==> config.mk <==
export PLATFORM = sky130hd
export DESIGN_NAME = reg_write_sequencer_flat
export DESIGN_NICKNAME = d
export VERILOG_FILES = /design/src/rtl/reg_write_sequencer_pkg.sv /design/src/rtl/reg_write_sequencer_if.sv /design/src/rtl/reg_write_sequencer_wr_queue.sv /design/src/rtl/reg_write_sequencer.sv /design/src/flat_wrapper.sv
export SDC_FILE = /design/constraint.sdc
export NUM_CORES = 1
export LEC_CHECK = 0
export BUFFER_PORTS_ARGS = -buffer_cell sky130_fd_sc_hd__buf_2
export CORE_ASPECT_RATIO = 1.4
export CORE_MARGIN = 10
export CORE_UTILIZATION = 29
export CTS_CLUSTER_DIAMETER = 100
export DETAILED_ROUTE_END_ITERATION = 10
export SLEW_MARGIN = 0
export SYNTH_ARGS = -nofsm -noshare
export SYNTH_HDL_FRONTEND = slang
export SYNTH_HIERARCHICAL = 1
export SYNTH_SLANG_ARGS = --single-unit
==> constraint.sdc <==
create_clock -name CLK -period 8.95 [get_ports CLK]
set_input_delay 1.3425 -clock CLK [delete_from_list [all_inputs] [get_ports CLK]]
set_output_delay 1.3425 -clock CLK [all_outputs]
set_load 0.05 [all_outputs]
==> src/rtl/reg_write_sequencer_pkg.sv <==
// Shared types and default sizes for the register-write sequencer.
// Default widths match the 4x8 register file this block feeds.
package reg_write_sequencer_pkg;

  localparam int DEF_DATA_W = 8;
  localparam int DEF_ADDR_W = 2;
  localparam int DEF_DEPTH  = 4;

  typedef struct packed {
    logic [DEF_ADDR_W-1:0] idx;
    logic [DEF_DATA_W-1:0] data;
  } wr_req_t;

endpackage

==> src/rtl/reg_write_sequencer_if.sv <==
// Request, register-file write, read-bypass and status signals of the sequencer.
// The sequencer is the slave; the datapath that issues requests is the master.
interface reg_write_sequencer_if
  import reg_write_sequencer_pkg::*;
#(
  parameter int DATA_W = DEF_DATA_W,
  parameter int ADDR_W = DEF_ADDR_W
);
  logic              aluValid;
  logic [ADDR_W-1:0] aluReg;
  logic [DATA_W-1:0] aluData;
  logic              memValid;
  logic [ADDR_W-1:0] memReg;
  logic [DATA_W-1:0] memData;
  logic              isWrite;
  logic [ADDR_W-1:0] writeReg;
  logic [DATA_W-1:0] writeData;
  logic [ADDR_W-1:0] read1;
  logic [ADDR_W-1:0] read2;
  logic [DATA_W-1:0] rfReg1;
  logic [DATA_W-1:0] rfReg2;
  logic [DATA_W-1:0] fwd1;
  logic [DATA_W-1:0] fwd2;
  logic              stall;
  logic [ADDR_W:0]   pending;
  logic              overflow;

  modport slave (
    input  aluValid, aluReg, aluData, memValid, memReg, memData,
    input  read1, read2, rfReg1, rfReg2,
    output isWrite, writeReg, writeData, fwd1, fwd2, stall, pending, overflow
  );

  modport master (
    output aluValid, aluReg, aluData, memValid, memReg, memData,
    output read1, read2, rfReg1, rfReg2,
    input  isWrite, writeReg, writeData, fwd1, fwd2, stall, pending, overflow
  );
endinterface

==> src/rtl/reg_write_sequencer_wr_queue.sv <==
// Dual-push / single-pop circular FIFO of pending register writes.
// Push A lands before push B; the caller only pushes what fits.
module wr_queue
  import reg_write_sequencer_pkg::*;
#(
  parameter  int DEPTH = DEF_DEPTH,
  localparam int PTR_W = $clog2(DEPTH),
  localparam int CNT_W = PTR_W + 1
) (
  input  logic             clk,
  input  logic             rst,
  input  logic             i_push_a,
  input  wr_req_t          i_req_a,
  input  logic             i_push_b,
  input  wr_req_t          i_req_b,
  input  logic             i_pop,
  output wr_req_t          o_head,
  output logic [CNT_W-1:0] o_count,
  output logic [PTR_W-1:0] o_head_ptr,
  output wr_req_t          o_entries [DEPTH]
);

  wr_req_t          r_mem [DEPTH];
  logic [PTR_W-1:0] r_head;
  logic [PTR_W-1:0] r_tail;
  logic [CNT_W-1:0] r_count;
  logic [PTR_W-1:0] w_tail_b;
  logic [1:0]       w_n_push;

  assign w_tail_b = r_tail + PTR_W'(i_push_a);
  assign w_n_push = 2'(i_push_a) + 2'(i_push_b);

  // NOTE: storage has no reset; r_count alone decides which entries are live.
  always_ff @(posedge clk) begin
    if (i_push_a) r_mem[r_tail]   <= i_req_a;
    if (i_push_b) r_mem[w_tail_b] <= i_req_b;
  end

  // NOTE: non-blocking updates so every pointer reads its pre-edge value.
  always_ff @(posedge clk or posedge rst) begin
    if (rst) begin
      r_head  <= '0;
      r_tail  <= '0;
      r_count <= '0;
    end else begin
      r_tail  <= r_tail + PTR_W'(w_n_push);
      r_head  <= r_head + PTR_W'(i_pop);
      r_count <= r_count + CNT_W'(w_n_push) - CNT_W'(i_pop);
    end
  end

  assign o_head     = r_mem[r_head];
  assign o_count    = r_count;
  assign o_head_ptr = r_head;
  assign o_entries  = r_mem;

endmodule

==> src/rtl/reg_write_sequencer.sv <==
// Queues ALU/load register writes, drains one per cycle to the register file
// and forwards still-queued values to the two read ports.
module reg_write_sequencer
  import reg_write_sequencer_pkg::*;
#(
  parameter int DATA_W = DEF_DATA_W,
  parameter int ADDR_W = DEF_ADDR_W,
  parameter int DEPTH  = DEF_DEPTH
) (
  input logic                  CLK,
  input logic                  Reset,
  reg_write_sequencer_if.slave bus
);

  localparam int PTR_W = $clog2(DEPTH);
  localparam int CNT_W = PTR_W + 1;

  wr_req_t           w_head;
  wr_req_t           w_entries [DEPTH];
  wr_req_t           w_req_mem;
  wr_req_t           w_req_alu;
  logic [CNT_W-1:0]  w_count;
  logic [CNT_W-1:0]  w_free;
  logic [PTR_W-1:0]  w_head_ptr;
  logic              w_pop;
  logic              w_acc_mem;
  logic              w_acc_alu;
  logic              w_drop;
  logic [DATA_W-1:0] w_fwd1;
  logic [DATA_W-1:0] w_fwd2;
  logic              r_overflow;

  assign w_req_mem = '{idx: bus.memReg, data: bus.memData};
  assign w_req_alu = '{idx: bus.aluReg, data: bus.aluData};

  // The head leaves at the same edge the new entries arrive, so its slot counts as free.
  assign w_pop     = (w_count != '0);
  assign w_free    = CNT_W'(DEPTH) - w_count + CNT_W'(w_pop);
  assign w_acc_mem = bus.memValid && (w_free != '0);
  assign w_acc_alu = bus.aluValid && (w_free > CNT_W'(w_acc_mem));
  assign w_drop    = (bus.memValid && !w_acc_mem) || (bus.aluValid && !w_acc_alu);

  wr_queue #(.DEPTH(DEPTH)) u_queue (
    .clk        (CLK),
    .rst        (Reset),
    .i_push_a   (w_acc_mem),
    .i_req_a    (w_req_mem),
    .i_push_b   (w_acc_alu),
    .i_req_b    (w_req_alu),
    .i_pop      (w_pop),
    .o_head     (w_head),
    .o_count    (w_count),
    .o_head_ptr (w_head_ptr),
    .o_entries  (w_entries)
  );

  always_ff @(posedge CLK or posedge Reset) begin
    if (Reset) r_overflow <= 1'b0;
    else       r_overflow <= r_overflow | w_drop;
  end

  // Walk oldest to youngest so the last match wins.
  // NOTE: defaults first so every path assigns both outputs and no latch forms.
  always_comb begin
    w_fwd1 = bus.rfReg1;
    w_fwd2 = bus.rfReg2;
    for (int i = 0; i < DEPTH; i++) begin
      if (CNT_W'(i) < w_count) begin
        if (w_entries[w_head_ptr + PTR_W'(i)].idx == bus.read1)
          w_fwd1 = w_entries[w_head_ptr + PTR_W'(i)].data;
        if (w_entries[w_head_ptr + PTR_W'(i)].idx == bus.read2)
          w_fwd2 = w_entries[w_head_ptr + PTR_W'(i)].data;
      end
    end
  end

  // Stale storage is masked so the write port idles at zero when empty.
  assign bus.isWrite   = w_pop;
  assign bus.writeReg  = w_pop ? w_head.idx  : '0;
  assign bus.writeData = w_pop ? w_head.data : '0;
  assign bus.fwd1      = w_fwd1;
  assign bus.fwd2      = w_fwd2;
  assign bus.stall     = (CNT_W'(DEPTH) - w_count) < CNT_W'(2);
  assign bus.pending   = (ADDR_W + 1)'(w_count);
  assign bus.overflow  = r_overflow;

endmodule

==> src/flat_wrapper.sv <==
// flat-port wrapper written by rule: the top's interface ports become plain ports
module reg_write_sequencer_flat import reg_write_sequencer_pkg::*;
#(
  parameter int DATA_W = DEF_DATA_W,
  parameter int ADDR_W = DEF_ADDR_W,
  parameter int DEPTH  = DEF_DEPTH
)
  (CLK, Reset, bus_aluValid, bus_aluReg, bus_aluData, bus_memValid, bus_memReg, bus_memData, bus_read1, bus_read2, bus_rfReg1, bus_rfReg2, bus_isWrite, bus_writeReg, bus_writeData, bus_fwd1, bus_fwd2, bus_stall, bus_pending, bus_overflow);
  reg_write_sequencer_if #(.DATA_W(DATA_W), .ADDR_W(ADDR_W)) bus_i ();
  input logic CLK;
  input logic Reset;
  input wire logic [$bits(bus_i.aluValid)-1:0] bus_aluValid;
  input wire logic [$bits(bus_i.aluReg)-1:0] bus_aluReg;
  input wire logic [$bits(bus_i.aluData)-1:0] bus_aluData;
  input wire logic [$bits(bus_i.memValid)-1:0] bus_memValid;
  input wire logic [$bits(bus_i.memReg)-1:0] bus_memReg;
  input wire logic [$bits(bus_i.memData)-1:0] bus_memData;
  input wire logic [$bits(bus_i.read1)-1:0] bus_read1;
  input wire logic [$bits(bus_i.read2)-1:0] bus_read2;
  input wire logic [$bits(bus_i.rfReg1)-1:0] bus_rfReg1;
  input wire logic [$bits(bus_i.rfReg2)-1:0] bus_rfReg2;
  output wire logic [$bits(bus_i.isWrite)-1:0] bus_isWrite;
  output wire logic [$bits(bus_i.writeReg)-1:0] bus_writeReg;
  output wire logic [$bits(bus_i.writeData)-1:0] bus_writeData;
  output wire logic [$bits(bus_i.fwd1)-1:0] bus_fwd1;
  output wire logic [$bits(bus_i.fwd2)-1:0] bus_fwd2;
  output wire logic [$bits(bus_i.stall)-1:0] bus_stall;
  output wire logic [$bits(bus_i.pending)-1:0] bus_pending;
  output wire logic [$bits(bus_i.overflow)-1:0] bus_overflow;
  assign bus_i.aluValid = bus_aluValid;
  assign bus_i.aluReg = bus_aluReg;
  assign bus_i.aluData = bus_aluData;
  assign bus_i.memValid = bus_memValid;
  assign bus_i.memReg = bus_memReg;
  assign bus_i.memData = bus_memData;
  assign bus_i.read1 = bus_read1;
  assign bus_i.read2 = bus_read2;
  assign bus_i.rfReg1 = bus_rfReg1;
  assign bus_i.rfReg2 = bus_rfReg2;
  assign bus_isWrite = bus_i.isWrite;
  assign bus_writeReg = bus_i.writeReg;
  assign bus_writeData = bus_i.writeData;
  assign bus_fwd1 = bus_i.fwd1;
  assign bus_fwd2 = bus_i.fwd2;
  assign bus_stall = bus_i.stall;
  assign bus_pending = bus_i.pending;
  assign bus_overflow = bus_i.overflow;
  reg_write_sequencer #(.DATA_W(DATA_W), .ADDR_W(ADDR_W), .DEPTH(DEPTH)) u_core (.CLK(CLK), .Reset(Reset), .bus(bus_i));
endmodule
==> flow_summary.toml <==
[hold_path]
holdCritStartpoint = "u_core/bus.overflow"
hold_path_depth = 2
min_delay_worst_endpoint = "u_core/bus.overflow"
holdCritPathClass = "reg2reg"

[timing]
totalNegativeSetupSlack_ns = 0
worst_pin_slew_ns = 1.16
period_share_pct = 57.6
grt_setup_unrepaired = "false"
final.min_clock_period_ns = 5.15
final.setup_skew_ns = 0.00523
hold_violations = 0
slew_headroom_pct = 22.0
setup_violations = 0
final_max_slew_viol_count = 0
clock.fmax_ghz = 0.194

[logic_synthesis]
avgSynthCellArea_um2 = 8.65
synthesis.nets = 581
synth-edff-count = 0
netlist.top_cell.by_area = "sky130_fd_sc_hd__dfxtp_1"
yosys_warnings = 6
post_synth_inst_count = 525
leading_post_synthesis_cells_by_cell_area = "sky130_fd_sc_hd__dfxtp_1 18%, sky130_fd_sc_hd__mux4_2 11%, sky130_fd_sc_hd__nand2_1 8.8%"
synth_top_area_share_pct = 17.6
yosysSeqAreaShare_pct = 22.0
synthDistinctLibCells = 45
ys_dominant_reg_cell = "sky130_fd_sc_hd__dfxtp_1"
synthArstFlopShare_pct = 16.7
synth.cell_area_um2 = 4540
postSynthRegisterBits = 48

[global_routing]
grt_pass1_wl_um = 21900
grt_pass1_vias = 4140
globalRouteOverflowTotal = 0
maximum_number_of_pins_on_one_net_before_global_route_repair = 56
grtUsageTotal_pct = 12.2
initial_antenna_violation_count = 1

[cells_and_area]
multi_input_comb_area_um2 = 3270
area_delta_synth_final_pct = 15.1
antennaDiodeCount = 0
num-fill-cells = 1582
area_of_all_sequential_standard_cells_um2 = 1000
nNetsFinal = 629
layout_commonest_cell = "sky130_fd_sc_hd__nand2_1"
post_route_cells_drive_above_1_share_pct = 26.7
leading_cell_types_in_the_layout_fill_and_taps_excluded = "106 x sky130_fd_sc_hd__nand2_1, 75 x sky130_fd_sc_hd__buf_2, 41 x sky130_fd_sc_hd__nor3_1"

[setup_path]
worst_r2r_path_depth = 15
path_max_fanout = 55
ff2ff_setup_slack_ns = 4.23
r2r_start = "u_core/u_queue/o_count[0]"
cp.required_ns = 7.61
critical_path.reg2reg.endpoint = "u_core/u_queue/o_count[2]"
worst_ep_arrival_time_ns = 3.81
critical_path.endpoint_type = "primary output"
setup.worst_path.start_class = "register"
critical_path_type = "reg2out"

[clock_tree]
cts-htree-levels = 2
cts.sink_count = 48
cts-buffers-inserted = 5
cts_resized = 0
worst_skew_late_latency_ns = 0.29
max-clock-path-buffers = 2
cts_tree = "yes"
cts_hold_buffers = 0
postCtsSetupBuffers = 0
clockRootBuffer = "sky130_fd_sc_hd__clkbuf_16"
clk_pin_slew_ns = 0.07

[floorplan]
die_w_um = 126
die_h_um = 168
die_area_um2 = 21100
io_pins = 76
total_number_of_placement_rows = 54
initial_core_util_pct = 29.4
floorplan.core_area_um2 = 15500

[drt]
drt_wl_total_um = 13500
number_of_vias_in_the_routed_layout = 4134
detailedRoute.firstIterationViolations = 294
wl_per_cell_um = 17.6
drt.antenna.violating_nets = 0
drt_drc_violations_left = 0
firstDrtPassIters = 5
drt-vias-per-instance = 5.37

[run_status]
outcome = "finished clean"

[flow_run]
max_cap_violations = 0

[place]
gp_congestion = 0.830
port_buffers = 75
place_hpwl_um = 10900
==> state kept, by name, indices dropped and copies added, names as in the netlist <==
register and count:
u_core/u_queue/r_tail 2, u_core/bus.overflow 1, u_core/u_queue/o_entries 40, u_core/u_queue/o_count 3
u_core/u_queue/o_head_ptr 2
==> synthesized netlist by cell type, drive strengths merged, types with 15 or more instances <==
library cell    n
mux2i          33
clkbuf         16
buf            25
a211oi         16
a31oi          40
mux2           15
nor3           45
dfxtp          40
nand2         106
a211o          16
inv            20
xor2           19
o221ai         16
mux4           25
==> worst max-delay path by stage <==
stage | from | end | slack (ns)
floorplan | bus_read2[0] | bus_fwd2[3] | 4.59
global placement | u_core/u_queue/o_head_ptr[0] | bus_fwd1[0] | 4.13
detailed placement | u_core/u_queue/o_head_ptr[0] | bus_fwd1[0] | 4.09
CTS | u_core/u_queue/o_head_ptr[0] | bus_fwd1[0] | 3.77
global route | u_core/u_queue/o_head_ptr[0] | bus_fwd1[5] | 3.56
finish | u_core/u_queue/o_head_ptr[0] | bus_fwd1[0] | 3.80
==> critical path: stages, from the launching register on <==
cell and delay [ns]:
sky130_fd_sc_hd__dfrtp_2 0.37, sky130_fd_sc_hd__buf_4 0.58, sky130_fd_sc_hd__mux4_1 0.69, sky130_fd_sc_hd__xor2_1 0.17, sky130_fd_sc_hd__nor3_2 0.76, sky130_fd_sc_hd__nand2b_1 0.45
sky130_fd_sc_hd__o221ai_1 0.23, sky130_fd_sc_hd__buf_2 0.26
==> kinds of logic (layout without fill, tap and decap cells) <==
family,after synthesis,in the layout,synth area share (%)
simple gates,203,203,21.6
compound gates,101,101,17.7
mux,73,73,23.6
buf+inv,61,110,6.09
flops,48,48,22.0
xor+xnor,27,27,5.54
fa+ha+maj,12,12,3.47
==> through the flow <==
stage               instances  utilization, %  worst slack, ns  hold WS (ns)  area (µm²)
finish                    770            33.8             3.80         0.488        5230
global route              770            33.8             3.56         0.534        5230
CTS                       770            33.8             3.77         0.489        5230
detailed placement        762            32.4             4.09         0.472        5020
global placement          762            32.4             4.13         0.475        5020
floorplan                 525               -             4.59         0.474        4540
==> cell type report <==
class / count / area share (%)
Clock buffer: 6 / 2.87
Inverter: 20 / 1.44
Sequential cell: 48 / 19.2
Tap cell: 196 / 4.69
Clock inverter: 2 / 1.15
Multi-Input combinational cell: 416 / 62.5
Timing Repair Buffer: 82 / 8.19
==> per-layer routing <==
metal  up-vias  share of wire (%)  track usage, %
li1       2062                  -               -
met1      1960                 41            13.8
met2        95                 52            22.3
met3        15                4.9            2.39
met4         2                1.6            4.27
met5         -              0.096               0
Power is not shown: default switching activity piles up to over one toggle a cycle in this logic, so the estimate is an artifact.
